File: config.mk
export PLATFORM = sky130hd
export DESIGN_NAME = div_sequencer_flat
export DESIGN_NICKNAME = d
export VERILOG_FILES = /design/src/rtl/div_sequencer_if.sv /design/src/rtl/div_sequencer.sv /design/src/flat_wrapper.sv
export SDC_FILE = /design/constraint.sdc
export NUM_CORES = 1
export LEC_CHECK = 0
export CAP_MARGIN = 0
export CORE_MARGIN = 10
export CORE_UTILIZATION = 30
export CTS_BUF_LIST = sky130_fd_sc_hd__clkbuf_4 sky130_fd_sc_hd__clkbuf_8 sky130_fd_sc_hd__clkbuf_16
export CTS_CLUSTER_SIZE = 16
export DETAILED_ROUTE_END_ITERATION = 7
export PLACE_DENSITY = 0.56
export SETUP_SLACK_MARGIN = 0.4
export SLEW_MARGIN = 40
export SYNTH_ARGS = -nofsm -noshare
export SYNTH_HDL_FRONTEND = slang
export SYNTH_SLANG_ARGS = --single-unit
File: constraint.sdc
create_clock -name s_clk_i -period 11.97 [get_ports s_clk_i]
set_input_delay 3.591 -clock s_clk_i [delete_from_list [all_inputs] [get_ports s_clk_i]]
set_output_delay 3.591 -clock s_clk_i [all_outputs]
set_load 0.02 [all_outputs]
File: src/rtl/div_sequencer_if.sv
// Operand, control and result bundle between the EX-stage executor and the divider.
// The executor drives the master side; div_sequencer sits on the slave side.
interface div_sequencer_if #(
    parameter int XLEN = 32
);
    logic            s_start_i;
    logic [1:0]      s_op_i;
    logic [XLEN-1:0] s_dividend_i;
    logic [XLEN-1:0] s_divisor_i;
    logic            s_stall_i;
    logic            s_flush_i;
    logic            s_busy_o;
    logic            s_finished_o;
    logic [XLEN-1:0] s_result_o;

    modport slave (
        input  s_start_i,
        input  s_op_i,
        input  s_dividend_i,
        input  s_divisor_i,
        input  s_stall_i,
        input  s_flush_i,
        output s_busy_o,
        output s_finished_o,
        output s_result_o
    );

    modport master (
        output s_start_i,
        output s_op_i,
        output s_dividend_i,
        output s_divisor_i,
        output s_stall_i,
        output s_flush_i,
        input  s_busy_o,
        input  s_finished_o,
        input  s_result_o
    );
endinterface

File: src/rtl/div_sequencer.sv
// Radix-2 restoring divider for RV32M DIV/DIVU/REM/REMU, one quotient bit per cycle.
// Optional macro DIV_EARLY_EXIT_EN skips the leading-zero iterations of the dividend.
module div_sequencer #(
    parameter int XLEN  = 32,
    parameter int CNT_W = 5
) (
    input logic            s_clk_i,
    input logic            s_rst_i,
    div_sequencer_if.slave bus
);

    localparam logic [2:0] ST_IDLE = 3'b001;
    localparam logic [2:0] ST_CALC = 3'b010;
    localparam logic [2:0] ST_DONE = 3'b100;

    localparam logic [XLEN-1:0]  MIN_NEG  = {1'b1, {(XLEN-1){1'b0}}};
    localparam logic [XLEN-1:0]  ALL_ONES = {XLEN{1'b1}};
    localparam logic [CNT_W-1:0] CNT_TOP  = CNT_W'(XLEN - 1);

    // Magnitude of an operand; unsigned ops pass through untouched.
    function automatic logic [XLEN-1:0] f_abs(input logic signed [XLEN-1:0] v,
                                              input logic                   is_signed);
        logic signed [XLEN-1:0] neg;
        neg = -v;
        return (is_signed && v[XLEN-1]) ? neg : v;
    endfunction

    function automatic logic [XLEN-1:0] f_apply_sign(input logic [XLEN-1:0] mag,
                                                     input logic            neg);
        logic signed [XLEN-1:0] smag;
        smag = mag;
        return neg ? -smag : smag;
    endfunction

`ifdef DIV_EARLY_EXIT_EN
    // Index of the highest set bit, i.e. XLEN-1 minus the leading-zero count.
    function automatic logic [CNT_W-1:0] f_top_bit(input logic [XLEN-1:0] v);
        logic [CNT_W-1:0] idx;
        idx = '0;
        for (int i = 0; i < XLEN; i++) begin
            if (v[i]) idx = CNT_W'(i);
        end
        return idx;
    endfunction
`endif

    logic [2:0]       r_state;
    logic [CNT_W-1:0] r_cnt;
    logic [1:0]       r_op;
    logic             r_sign_q;
    logic             r_sign_r;
    logic             r_special;
    logic [XLEN-1:0]  r_dvd;
    logic [XLEN-1:0]  r_dsr;
    logic [XLEN-1:0]  r_quot;
    logic [XLEN-1:0]  r_rem;

    logic             w_is_idle;
    logic             w_is_calc;
    logic             w_is_done;
    logic             w_op_signed;
    logic             w_launch;
    logic             w_div_zero;
    logic             w_overflow;
    logic             w_dvd_zero;
    logic [XLEN-1:0]  w_dvd_mag;
    logic [XLEN-1:0]  w_dsr_mag;
    logic [CNT_W-1:0] w_cnt_init;
    logic [XLEN:0]    w_rem_shift;
    logic             w_rem_ge;
    logic [XLEN-1:0]  w_rem_next;
    logic [XLEN-1:0]  w_quot_out;
    logic [XLEN-1:0]  w_rem_out;

    // Full-width compares so a corrupted state vector never decodes as two states.
    assign w_is_idle = (r_state == ST_IDLE);
    assign w_is_calc = (r_state == ST_CALC);
    assign w_is_done = (r_state == ST_DONE);

    assign w_op_signed = ~bus.s_op_i[0];
    assign w_launch    = bus.s_start_i & ~bus.s_flush_i;
    assign w_dvd_mag   = f_abs(bus.s_dividend_i, w_op_signed);
    assign w_dsr_mag   = f_abs(bus.s_divisor_i, w_op_signed);
    assign w_div_zero  = (bus.s_divisor_i == '0);
    assign w_overflow  = w_op_signed && (bus.s_dividend_i == MIN_NEG)
                                     && (bus.s_divisor_i == ALL_ONES);

`ifdef DIV_EARLY_EXIT_EN
    assign w_dvd_zero = (w_dvd_mag == '0);
    assign w_cnt_init = f_top_bit(w_dvd_mag);
`else
    assign w_dvd_zero = 1'b0;
    assign w_cnt_init = CNT_TOP;
`endif

    // One restoring step: shift in the next dividend bit, subtract if it fits.
    always_comb begin
        w_rem_shift = {r_rem, r_dvd[r_cnt]};
        w_rem_ge    = (w_rem_shift >= {1'b0, r_dsr});
        w_rem_next  = w_rem_shift[XLEN-1:0];
        if (w_rem_ge) begin
            w_rem_next = XLEN'(w_rem_shift - {1'b0, r_dsr});
        end
    end

    always_ff @(posedge s_clk_i) begin
        if (s_rst_i) begin
            r_state   <= ST_IDLE;
            r_cnt     <= '0;
            r_op      <= '0;
            r_sign_q  <= 1'b0;
            r_sign_r  <= 1'b0;
            r_special <= 1'b0;
            r_dvd     <= '0;
            r_dsr     <= '0;
            r_quot    <= '0;
            r_rem     <= '0;
        end else if (bus.s_flush_i) begin
            r_state <= ST_IDLE;
        end else begin
            case (r_state)
                ST_IDLE: begin
                    if (w_launch) begin
                        r_op      <= bus.s_op_i;
                        r_sign_q  <= bus.s_dividend_i[XLEN-1] ^ bus.s_divisor_i[XLEN-1];
                        r_sign_r  <= bus.s_dividend_i[XLEN-1];
                        r_dvd     <= w_dvd_mag;
                        r_dsr     <= w_dsr_mag;
                        r_special <= 1'b0;
                        r_quot    <= '0;
                        r_rem     <= '0;
                        r_cnt     <= w_cnt_init;
                        if (w_div_zero) begin
                            r_quot    <= ALL_ONES;
                            r_rem     <= bus.s_dividend_i;
                            r_special <= 1'b1;
                            r_state   <= ST_DONE;
                        end else if (w_overflow) begin
                            r_quot    <= MIN_NEG;
                            r_special <= 1'b1;
                            r_state   <= ST_DONE;
                        end else if (w_dvd_zero) begin
                            r_state <= ST_DONE;
                        end else begin
                            r_state <= ST_CALC;
                        end
                    end
                end
                ST_CALC: begin
                    r_rem         <= w_rem_next;
                    r_quot[r_cnt] <= w_rem_ge;
                    if (r_cnt == '0) begin
                        r_state <= ST_DONE;
                    end else begin
                        r_cnt <= r_cnt - 1'b1;
                    end
                end
                ST_DONE: begin
                    // Hold the result while MA cannot take it; leaving is the consume cycle.
                    if (!bus.s_stall_i) begin
                        r_state <= ST_IDLE;
                    end
                end
                default: begin
                    r_state <= ST_IDLE;
                end
            endcase
        end
    end

    // Special-case results were loaded already signed-correct and bypass negation.
    always_comb begin
        w_quot_out = r_quot;
        w_rem_out  = r_rem;
        if (!r_special && !r_op[0]) begin
            w_quot_out = f_apply_sign(r_quot, r_sign_q);
            w_rem_out  = f_apply_sign(r_rem, r_sign_r);
        end
    end

    assign bus.s_busy_o     = ~w_is_idle;
    assign bus.s_finished_o = w_is_done & ~w_is_calc;
    assign bus.s_result_o   = w_is_done ? (r_op[1] ? w_rem_out : w_quot_out) : '0;

endmodule
File: src/flat_wrapper.sv
// flat-port wrapper written by rule: the top's interface ports become plain ports
module div_sequencer_flat 
#(
    parameter int XLEN  = 32,
    parameter int CNT_W = 5
)
  (s_clk_i, s_rst_i, bus_s_start_i, bus_s_op_i, bus_s_dividend_i, bus_s_divisor_i, bus_s_stall_i, bus_s_flush_i, bus_s_busy_o, bus_s_finished_o, bus_s_result_o);
  div_sequencer_if #(.XLEN(XLEN)) bus_i ();
  input logic s_clk_i;
  input logic s_rst_i;
  input wire logic [$bits(bus_i.s_start_i)-1:0] bus_s_start_i;
  input wire logic [$bits(bus_i.s_op_i)-1:0] bus_s_op_i;
  input wire logic [$bits(bus_i.s_dividend_i)-1:0] bus_s_dividend_i;
  input wire logic [$bits(bus_i.s_divisor_i)-1:0] bus_s_divisor_i;
  input wire logic [$bits(bus_i.s_stall_i)-1:0] bus_s_stall_i;
  input wire logic [$bits(bus_i.s_flush_i)-1:0] bus_s_flush_i;
  output wire logic [$bits(bus_i.s_busy_o)-1:0] bus_s_busy_o;
  output wire logic [$bits(bus_i.s_finished_o)-1:0] bus_s_finished_o;
  output wire logic [$bits(bus_i.s_result_o)-1:0] bus_s_result_o;
  assign bus_i.s_start_i = bus_s_start_i;
  assign bus_i.s_op_i = bus_s_op_i;
  assign bus_i.s_dividend_i = bus_s_dividend_i;
  assign bus_i.s_divisor_i = bus_s_divisor_i;
  assign bus_i.s_stall_i = bus_s_stall_i;
  assign bus_i.s_flush_i = bus_s_flush_i;
  assign bus_s_busy_o = bus_i.s_busy_o;
  assign bus_s_finished_o = bus_i.s_finished_o;
  assign bus_s_result_o = bus_i.s_result_o;
  div_sequencer #(.XLEN(XLEN), .CNT_W(CNT_W)) u_core (.s_clk_i(s_clk_i), .s_rst_i(s_rst_i), .bus(bus_i));
endmodule
### Word-level counts from Yosys, hierarchy flattened

Cells that the tools add are included.

| storage, ports and cells | value |
|---|---|
| flip-flop bits (word level) | 141 |
| latch bits | 0 |
| RAM bits | 0 |
| memory bits (read-only) | 0 |
| bits of input ports | 71 |
| output and inout bits | 34 |
| logic and storage cells | 83 |
| memories | 0 |

| operators by class | value |
|---|---|
| add/subtract/negate cells | 6 |
| $mul | 0 |
| divide/modulo/power cells | 0 |
| order comparisons | 3 |
| eq/ne operators | 9 |
| shift-type cells | 0 |
| mux-type cells | 32 |
| bitwise logic cells | 7 |
| reduce and logical (&&, ||, !) cells | 16 |

Operators with widths:

| kind | count |
|---|---|
| $mux 32 | 14 |
| $neg 32->32 | 4 |
| $pmux 32 s2 | 2 |
| $eq 32x32->1 const B | 2 |
| $ge 33x32->1 | 1 |
| $bwmux 32 | 1 |
| $logic_not 32->1 | 1 |
| $sub 32x32->32 | 1 |
| $mux 3 | 5 |
| $mux 5 | 2 |
| $pmux 5 s2 | 1 |
| $pmux 3 s3 | 1 |
| $reduce_and 3->1 | 3 |
| $ne 2x2->1 const B | 4 |
| $logic_and 1x1->1 | 6 |
| $lt 5x6->1 const B | 1 |
| $bmux 1 s5 | 1 |
| $demux 1 s5 | 1 |
| $ge 5x1->1 const B | 1 |
| $logic_not 5->1 | 1 |
| $sub 5x1->5 const B | 1 |
| $mux 1 | 4 |
| $not 1->1 | 4 |
| $reduce_and 4->1 | 1 |
| 8 further kinds | 10 |

### Logic depth before layout (Yosys ltp)

Gate-level depths: netlist of run 1.

| logic depth | value |
|---|---|
| depth in word-level cells | 7 |
| depth in mapped cells | 17 |

### Least setup slack after synthesis of run 1

OpenSTA, ideal clock, no wires.

| timing | value |
|---|---|
| kind | register -> output |
| from | reg u_core.r_quot[6] |
| to | out bus_s_result_o[29] |
| arrival time | 2.782 ns |
| data required time | 8.379 ns |
| slack | 5.597 ns |
| stages on the path, launching flop included | 10 |
| path buffers | 0 |
| path through | dfxtp_1 or4_1 nor4_1 nand3b_1 nor2_1 nand2_1 o41ai_1 xnor2_1 nor2_1 a211oi_1 |

| on the way | value |
|---|---|
| longest elaborated chain between the ends | 5 |

Ends and longest elaborated chain:

| item | line | text |
|---|---|---|
| start: declaration | div_sequencer.sv:55 | `logic [XLEN-1:0] r_quot;` |
| start signal: indexed assignment | div_sequencer.sv:151 | `r_quot[r_cnt] <= w_rem_ge;` |
| $neg 32->32 | div_sequencer.sv:32 | `return neg ? -smag : smag;` |
| $mux 32 | div_sequencer.sv:32 |  |
| $mux 32 | div_sequencer.sv:175 | `if (!r_special && !r_op[0]) begin` |
| $mux 32 (2 in series) | div_sequencer.sv:183 | `assign bus.s_result_o = w_is_done ? (r_op[1] ? w_rem_out : w_quot_out) : '0;` |
| end: declaration | flat_wrapper.sv:19 | `output wire logic [$bits(bus_i.s_result_o)-1:0] bus_s_result_o;` |

No other way between the ends.

### Final worst setup path of run 1

Same ends and word-level chain as after synthesis.

==> results of run 1 <==
power by group through the flow:
stage	registers (mW)	logic (mW)	clock network, mW
after floorplan	0.536	0.407	0
after global placement	0.557	0.529	0
after detailed placement	0.558	0.534	0
after CTS	0.547	0.536	0.548
after global routing	0.554	0.599	0.566
final	0.549	0.542	0.539
final timing paths:
| check | slack, ns | cells past startpoint | startpoint | end |
|---|---|---|---|---|
| setup / recovery | 4.44 | 10 | u_core.r_quot[6] | bus_s_result_o[29] |
| hold / removal | 0.45 | 2 | u_core.r_dsr[30] | u_core.r_dsr[30] |
| setup reg to reg | 6.62 | 17 | u_core.r_cnt[0] | u_core.r_rem[24] |
| hold reg to reg | 0.45 | 2 | u_core.r_dsr[30] | u_core.r_dsr[30] |
critical path: stages, from the launching register on:
cell and delay (ns):
dfxtp_1 0.34, or4_1 0.58, nor4_1 0.48, nand3b_1 0.25, nor2_1 0.23, nand2_1 0.13, o41ai_1 0.36, xnor2_1 0.18
nor2_1 0.06, a211oi_1 0.25, clkdlybuf4s50_1 0.66
state kept, by name, indices dropped and copies added (netlist names):
name,count
u_core.r_special,1
u_core.r_cnt,5
u_core.r_dvd,32
u_core.r_op,2
u_core.r_quot,32
u_core.r_sign_r,1
u_core.r_rem,32
u_core.r_state,3
u_core.r_dsr,32
u_core.r_sign_q,1
layout by cell type (no fill, tap or decap), types with 6 or more instances in the layout:
master / instances
nor2_1: 215
a21oi_1: 171
dfxtp_1: 140
a211oi_1: 103
clkdlybuf4s50_1: 103
nand2_1: 82
xor2_1: 73
o21ai_0: 71
xnor2_1: 71
inv_1: 55
ha_1: 41
nor3_1: 34
a31oi_1: 27
a21o_1: 22
nor4_1: 20
o31ai_1: 18
and2_1: 17
clkbuf_16: 17
nand3_1: 15
nand4_1: 14
a22oi_1: 13
and3_1: 13
nand2b_1: 12
a221oi_1: 11
or3_1: 11
o41ai_1: 10
buf_4: 10
mux4_2: 8
or4_1: 8
mux2i_1: 8
nand3b_1: 6
a311oi_1: 6
cells in the mapped netlist, drive strengths merged, types with 6 or more instances:
master / count
a211oi: 103
a21o: 22
a21oi: 171
a221oi: 12
a22oi: 13
a311oi: 6
a31oi: 27
and2: 17
and3: 13
buf: 18
clkbuf: 91
dfxtp: 141
ha: 41
inv: 55
mux2: 9
mux2i: 8
mux4: 8
nand2: 82
nand2b: 12
nand3: 15
nand3b: 6
nand4: 14
nor2: 218
nor2b: 6
nor3: 34
nor4: 23
o21ai: 72
o31ai: 19
o41ai: 11
or3: 11
or4: 10
xnor2: 71
xor2: 73
layout make-up:
type                            instances  area share
Clock buffer                           21      0.0360
Clock inverter                          9     0.00875
Inverter                               55      0.0159
Multi-Input combinational cell       1182       0.589
Sequential cell                       141       0.217
Tap cell                              468      0.0450
Timing Repair Buffer                  116      0.0879
per-layer routing:
metal  part of all wire  wire length [µm]  vias to the layer above
li1                   -                 -                     5474
met1               0.48             18500                     5181
met2               0.44             17000                      304
met3              0.063              2440                       39
met4              0.022               846                        4
met5            0.00054                21                        -
per-stage QoR:
stage          total power, mW  cells  instance area, µm²  hold WS, ns
3_3_place_gp              1.09   1959               12400        0.437
3_5_place_dp              1.09   1961               12400        0.446
2_1_floorplan            0.943   1487               11100        0.429
6_report                  1.63   1992               13000        0.450
4_1_cts                   1.63   1991               13000        0.452
5_1_grt                   1.72   1992               13000        0.472
cell families after synthesis:
logic type	Yosys count	synth area share
AO/OA/AOI/OAI	491	0.287
XOR/XNOR	144	0.114
adder cells (fa/ha/maj)	42	0.0480
buffers and inverters	164	0.0584
flip-flops	141	0.254
multiplexers	25	0.0326
AND/OR/NAND/NOR	480	0.206
==> out/results.txt, run 1 <==
WP data required = 8.38 ns
Final period utilization = 0.629
Rel. slew slack = 0.440
Routed wire length = 38,800 µm
Sw power = 583 µW
RSZ-0062 raised after global routing = no
Vias per cell = 5.52
Clk sinks = 141
Cells after Synth = 1,487
Congestion Overflow GR = 0
Die Span Y = 212 µm
Cts hold-fix bufs = 0
Number of remaining DRC errors = 0
Nets = 1,626
Switch share = 0.358
Vias in the first global route = 10,500
Clock-pin slew on the worst setup and hold paths = 0.06 ns
CTS tree = built
IO Pins = 105
Clk network pwr share = 0.331
Synth Register Bits = 141
Busiest grt layer = met2
Layout cells sized above 1 = 0.0558
M2 GR Usage = 0.261
Peak supply drop = 97.5 µV
Crit Path Class = reg2out
# H-tree levels = 4
Final Hold Viols = 0
Drt first pass iters = 5
Utilization after layout = 0.356
ANT cells = 0
Final HPWL DP = 29,900 µm
TNS Setup = 0 ns
Area share of the largest cell type after synthesis = 0.254
Average cell area after synthesis = 7.46 µm²
Fill cells = 3,853
Post-synth cell types = 77
Synth Warn # = 0
Number of flops mapped to enable cells by yosys = 0
Initial Util = 0.304
Area Overhead vs Synth = 17.3%
Met1 Usage GRT = 0.232
Async S/R FF share, synth = 0
Site Rows = 70
Crit path time final = 7.53 ns
Critical Path Fanout Max = 5
Pre-CTS WS = 4.68 ns
PnR worst setup slack = 4.44 ns
Max Clock Freq = 133 MHz
Max_cap viols = 0
Pwr dens = 125 nW/µm²
Post-synthesis sequential area ratio = 0.254
Number of buffers created by CTS = 17
Die Span X = 212 µm
M3 GR Usage = 0.0387
Global placer's final weighted congestion = 0.905
Largest net degree at the start of global routing = 81
CTS resizes = 0
Clock buffer depth = 2
CP Capture Type = output port
Mapped Nets = 1,600
Area of the multi-input gates = 7660 µm²
Reg power frac = 0.337
Arrival @ worst endpoint = 3.94 ns
Port bufs = 104
Int Pwr = 1.05 mW
Routed wire length per instance = 19.5 µm
Combinational Power Share = 0.333
DRT antenna net count = 0
Initial antenna violation count = 2
DR iter-0 viols = 952
Clk_lat worst skew = 0.42 ns
Most used DFF post-synth = dfxtp_1
Area leader, netlist = dfxtp_1
Leak = 4.71 nW
Die Area = 45,100 µm²
Skew final = 0.0126 ns
Core area = 36,500 µm²
First-pass GRT wire length = 60,700 µm
Tightest Hold Check Type = reg2reg
Max-slew violation count = 0
Status = completed
Via count = 11,000
Setup crit start kind = register
Sequential Area = 2830 µm²
Mapped cell area = 11,100 µm²
Main area contributors after synthesis = dfxtp_1 25%, a21oi_1 7.7%, nor2_1 7.4%, a211oi_1 7.0%, xor2_1 5.8%
Root buffer cell = clkbuf_16
Worst-margin pin slew = 0.841 ns
Endpoints failing setup = 0
Total Routing Usage GR = 0.169
Setup bufs post-CTS = 0
(Power assumes the default switching activity.)
==> inputs of run 2 (changes only) <==
- PLACE_DENSITY: 0.56 -> 0.58
- clock period: 11.97 -> 6.8 ns (I/O delays scaled with it)
==> run 2 against run 1 <==
Global-route usage is 0.38 points higher. Clock-buffer cell count stayed put. Critical path depth stayed put. Worst hold slack better by 0.0031 ns. Non-clock buffer count stayed put. Register-to-register slack worse by 5.5 ns. Sequential cell count stayed put. Clock skew is 0.0024 ns higher. Critical endpoint unchanged. Largest cell class unchanged.
==> out/results.txt, run 2 (synthesis results as in run 1) <==
Status = completed
Cts hold-fix bufs = 0 (unchanged)
Arrival @ worst endpoint = 3.89 ns (-0.05 ns)
Largest net degree at the start of global routing = 89 (+9.9%)
Worst-margin pin slew = 0.806 ns (-0.0344 ns)
Utilization after layout = 0.355 (-0.000925)
Worst Hold Slack = 0.453 ns (+0.00311 ns)
DRT antenna net count = 0 (unchanged)
Commonest non-fill, non-tap cell in the layout = nor2_1
Tightest Hold Check Type = reg2reg
Max_cap viols = 0 (unchanged)
Max-slew violation count = 0 (unchanged)
Most frequent cells in the layout = 215 x nor2_1, 171 x a21oi_1, 140 x dfxtp_1
Root buffer cell = clkbuf_16
IO Pins = 105 (unchanged)
Critical Path Fanout Max = 5 (unchanged)
Number of buffers created by CTS = 17 (unchanged)
Setup bufs post-CTS = 0 (unchanged)
Die Span X = 212 µm (unchanged)
Via count = 11,200 (+1.7%)
Endpoints failing setup = 0 (unchanged)
RSZ-0062 raised after global routing = no
Rel. slew slack = 0.461 (+0.0218)
Die Area = 45,100 µm² (unchanged)
Port bufs = 104 (unchanged)
Site Rows = 70 (unchanged)
Clk_lat worst skew = 0.44 ns (+0.02 ns)
Initial antenna violation count = 3 (+1)
PnR worst setup slack = 0.866 ns (-3.58 ns)
Pre-CTS WS = 1.12 ns (-3.57 ns)
ANT cells = 0 (unchanged)
Leak = 4.69 nW (-0.51%)
CTS tree = built
Vias per cell = 5.61 (+1.6%)
CP Capture Type = output port
CTS resizes = 0 (unchanged)
Initial Util = 0.304 (unchanged)
Peak supply drop = 174 µV (+79%)
Final period utilization = 0.873
Number of remaining DRC errors = 0 (unchanged)
Crit path time final = 5.93 ns
First-pass GRT wire length = 61,100 µm (+0.55%)
Clock-pin slew on the worst setup and hold paths = 0.07 ns (about the same)
Pwr dens = 220 nW/µm² (+75%)
Routed wire length = 40,100 µm (+3.4%)
Nets = 1,626 (unchanged)
TNS Setup = 0 ns (unchanged)
Setup crit start kind = register
Vias in the first global route = 10,400 (-0.54%)
Skew final = 0.0150 ns (+0.00244 ns)
Final HPWL DP = 30,700 µm (+2.8%)
Clk sinks = 141 (unchanged)
Die Span Y = 212 µm (unchanged)
Max Clock Freq = 169 MHz
Clock buffer depth = 2 (unchanged)
Drt first pass iters = 6 (+1)
Final Hold Viols = 0 (unchanged)
Layout cells sized above 1 = 0.0564 (+0.000582)
Area Overhead vs Synth = 17.0%
Total Routing Usage GR = 0.173 (+0.00384)
DR iter-0 viols = 1,043 (+9.6%)
Pwr Total = 2.85 mW (+75%)
WP data required = 4.76 ns (-3.62 ns)
# H-tree levels = 4 (unchanged)
Congestion Overflow GR = 0 (unchanged)
Global placer's final weighted congestion = 0.922 (+2.0%)
Routed wire length per instance = 20.1 µm (+3.3%)
Crit Path Class = reg2out
Core area = 36,500 µm² (unchanged)
[run 2: changes by cell type in the layout (fill, tap and decap cells not counted), sizes merged]
| cell | previous run | this run |
|---|---|---|
| clkinvlp | 3 | 6 |
| clkbuf | 22 | 21 |
| buf | 12 | 13 |
| inv | 56 | 58 |
| clkinv | 3 | 2 |
| bufinv | 2 | 0 |
[run 2: routing by layer]
layer	GRT usage	share of wire	up-vias
met3	0.0373	0.071	72
met2	0.260	0.44	405
met5	0	0.00097	-
met4	0.0748	0.039	6
met1	0.234	0.45	5246
li1	-	-	5462
[run 2: layout make-up]
cell class / count / area, µm²
multi-input combinational: 1182 / 7660
clock buffer: 21 / 474
fill: 3792 / 23500
tap: 468 / 586
clock inverter: 11 / 85.1
sequential: 141 / 2830
timing repair buffer: 116 / 1130
inverter: 55 / 206
[run 2: critical path, stage by stage, from the launching register on]
cell and delay [ns]:
dfxtp_1 0.34, or4_1 0.59, nor4_1 0.47, nand3b_1 0.26, nor2_1 0.23, nand2_1 0.12, o41ai_1 0.34, xnor2_1 0.16
nor2_1 0.06, a211oi_1 0.24, clkdlybuf4s50_1 0.66
[run 2: final timing paths]
| check | from | to | slack [ns] | depth (start not counted) |
|---|---|---|---|---|
| setup / recovery | u_core.r_quot[6] | bus_s_result_o[29] | 0.87 | 10 |
| hold / removal | u_core.r_dsr[31] | u_core.r_dsr[31] | 0.45 | 2 |
| setup reg to reg | u_core.r_cnt[0] | u_core.r_rem[3] | 1.08 | 15 |
| hold reg to reg | u_core.r_dsr[31] | u_core.r_dsr[31] | 0.45 | 2 |
[run 2: through the flow]
| step | area [µm²] | std cells |
|---|---|---|
| floorplan | 11100 | 1487 |
| global placement | 12400 | 1962 |
| detailed placement | 12400 | 1962 |
| CTS | 13000 | 1994 |
| global route | 13000 | 1994 |
| finish | 13000 | 1994 |
[run 2: where the power goes]
part	switching, mW	leakage (nW)	internal [mW]
logic	0.589	3.27	0.392
clock network	0.401	0.258	0.502
registers	0.0808	1.16	0.886
total	1.07	4.69	1.78
==> inputs of run 3 (changes only) <==
- DONT_BUFFER_PORTS: not set -> 1
- PLACE_DENSITY: 0.58 -> 0.54
==> run 3 against run 2 <==
Utilization down 2.5 points. Worst hold slack worse by 0.0034 ns. Non-clock buffer count is 103 lower. Critical path depth decreased by 1. Register-to-register slack improved by 0.41 ns. Critical path type unchanged. Largest cell class unchanged. Highest routed layer is now met4.
==> out/results.txt, run 3 (synthesis results as in run 1) <==
Clk sinks = 141 (unchanged)
Port bufs = 0 (-100%)
Clock buffer depth = 2 (unchanged)
WP data required = 4.76 ns (about the same)
Via count = 10,700 (-4.2%)
Root buffer cell = clkbuf_16
Rel. slew slack = 0.408 (-0.0536)
Die Span Y = 212 µm (unchanged)
IO Pins = 105 (unchanged)
Total Routing Usage GR = 0.172 (-0.00104)
Initial Util = 0.304 (unchanged)
Reg2Reg Depth = 16 (+1)
DR iter-0 viols = 961 (-7.9%)
Routed wire length per instance = 20.9 µm (+4.0%)
Tightest Hold Check Type = reg2reg
Worst Hold Launch = u_core.r_dvd[0]
Arrival @ worst endpoint = 3.69 ns (-0.20 ns)
WHS Path Cells = 2 (unchanged)
Leak = 4.35 nW (-7.2%)
Vias per cell = 5.67 (+1.0%)
Nets = 1,523 (-6.3%)
Crit path cell chain = or4_1 -> nor4_1 -> nand3b_1 -> nor2_1 -> nand2_1 -> o41ai_1 -> xnor2_1 -> nor2_1 -> a211oi_1
Max Clock Freq = 175 MHz (+3.6%)
Initial antenna violation count = 0 (-3)
Area Overhead vs Synth = 8.87%
Worst-margin pin slew = 0.883 ns (+0.0767 ns)
Clk_lat worst skew = 0.43 ns (about the same)
Crit path time final = 5.73 ns (-0.207 ns)
Vias in the first global route = 9,902 (-4.8%)
Commonest non-fill, non-tap cell in the layout = nor2_1
Worst reg2reg endpoint = u_core.r_rem[24]
Max-slew violation count = 0 (unchanged)
Status = completed
DRT antenna net count = 0 (unchanged)
CP Capture Type = output port
Fill cells = 3,889 (+2.6%)
Critical path's top delay family = simple AND/OR/NAND/NOR gates
CTS resizes = 0 (unchanged)
Endpoints failing setup = 0 (unchanged)
CTS tree = built
Final HPWL DP = 30,200 µm (-1.7%)
Pwr dens = 236 nW/µm² (+7.5%)
Pwr Total = 2.85 mW (about the same)
Skew final = 0.0104 ns (-0.00459 ns)
Clock-pin slew on the worst setup and hold paths = 0.06 ns (about the same)
Max stage delay on crit path = 0.66 ns (about the same)
ANT cells = 0 (unchanged)
Worst path slowest cell = a211oi_1
Origin of the critical flop-to-flop path = u_core.r_cnt[0]
Most frequent cells in the layout = 215 x nor2_1, 171 x a21oi_1, 140 x dfxtp_1
Die Span X = 212 µm (unchanged)
Peak supply drop = 142 µV (-18%)
Largest net degree at the start of global routing = 113 (+27%)
Critical Path Fanout Max = 5 (unchanged)
Buf+Inv Stages, Crit Path = 0 (-1)
Routed wire length = 39,500 µm (-1.5%)
Site Rows = 70 (unchanged)
# H-tree levels = 4 (unchanged)
Final period utilization = 0.842 (-0.0305)
Drt first pass iters = 5 (-1)
Die Area = 45,100 µm² (unchanged)
Global placer's final weighted congestion = 0.891 (-3.4%)
First-pass GRT wire length = 60,200 µm (-1.4%)
Setup crit start kind = register
Worst path most repeated cell = nor2_1
Crit Path Class = reg2out
Cts hold-fix bufs = 0 (unchanged)
Layout cells sized above 1 = 0.0696 (+0.0133)
Core area = 36,500 µm² (unchanged)
Worst Hold End = u_core.r_dvd[0]
Flop2flop setup slack = 1.49 ns (+0.41 ns)
Congestion Overflow GR = 0 (unchanged)
Number of buffers created by CTS = 17 (unchanged)
TNS Setup = 0 ns (unchanged)
RSZ-0062 raised after global routing = no
Number of remaining DRC errors = 0 (unchanged)
Final Hold Viols = 0 (unchanged)
Max_cap viols = 0 (unchanged)
Setup bufs post-CTS = 0 (unchanged)
-- run 3: cell types whose count changed in the layout (fill, tap and decap cells not counted), moves of 2 or more --
cell	before	now
a211oi_2	0	14
clkinvlp_4	6	2
clkdlybuf4s50_1	103	0
bufinv_16	0	4
clkinv_4	1	3
clkbuf_8	3	1
a211oi_1	103	89
-- run 3: how the worst max path moves through the flow --
stage	from	to	slack, ns	depth (start not counted)
floorplan	u_core.r_quot[6]	bus_s_result_o[29]	1.98	9
global placement	u_core.r_cnt[0]	u_core.r_rem[24]	1.63	16
detailed placement	u_core.r_cnt[0]	u_core.r_rem[24]	1.53	16
CTS	u_core.r_quot[6]	bus_s_result_o[29]	1.09	9
global route	u_core.r_quot[6]	bus_s_result_o[29]	0.86	9
finish	u_core.r_quot[6]	bus_s_result_o[29]	1.07	9
-- run 3: power by group --
part / internal [mW] / switching, mW
Clock: 0.624 / 0.393
Sequential: 0.886 / 0.0845
Combinational: 0.355 / 0.509
Total: 1.86 / 0.987
-- run 3: tightest hold or removal path: stages, from the launching register on --
cell	delay, ns
dfxtp_1	0.31
nand2_1	0.05
a21oi_1	0.05
-- run 3: routing by layer --
metal	track usage	up-vias	share of wire	wire length, µm
met3	0.0346	35	0.071	2820
met2	0.260	360	0.43	17100
met4	0.0507	0	0.022	869
met1	0.242	5079	0.47	18700
met5	0	-	0	0
li1	-	5243	-	-
-- run 3: metrics by stage --
stage | hold slack, ns | area, µm² | cells | util | setup slack (ns)
after CTS | 0.449 | 12000 | 1890 | 0.330 | 1.09
after detailed placement | 0.442 | 11400 | 1859 | 0.312 | 1.53
after global placement | 0.438 | 11400 | 1859 | 0.311 | 1.63
after floorplan | 0.429 | 11100 | 1487 | - | 1.98
final | 0.449 | 12100 | 1890 | 0.331 | 1.07
after global routing | 0.464 | 12100 | 1890 | 0.331 | 0.857
-- run 3: area by class of cell --
cell class	instances	area (µm²)	area share
multi-input cells	1182	7730	0.640
flip-flops and latches	141	2830	0.234
clock buffers	18	439	0.0364
well taps	468	586	0.0485
inverters	55	206	0.0171
repair buffers	13	97.6	0.00808
clock inverters	13	189	0.0156
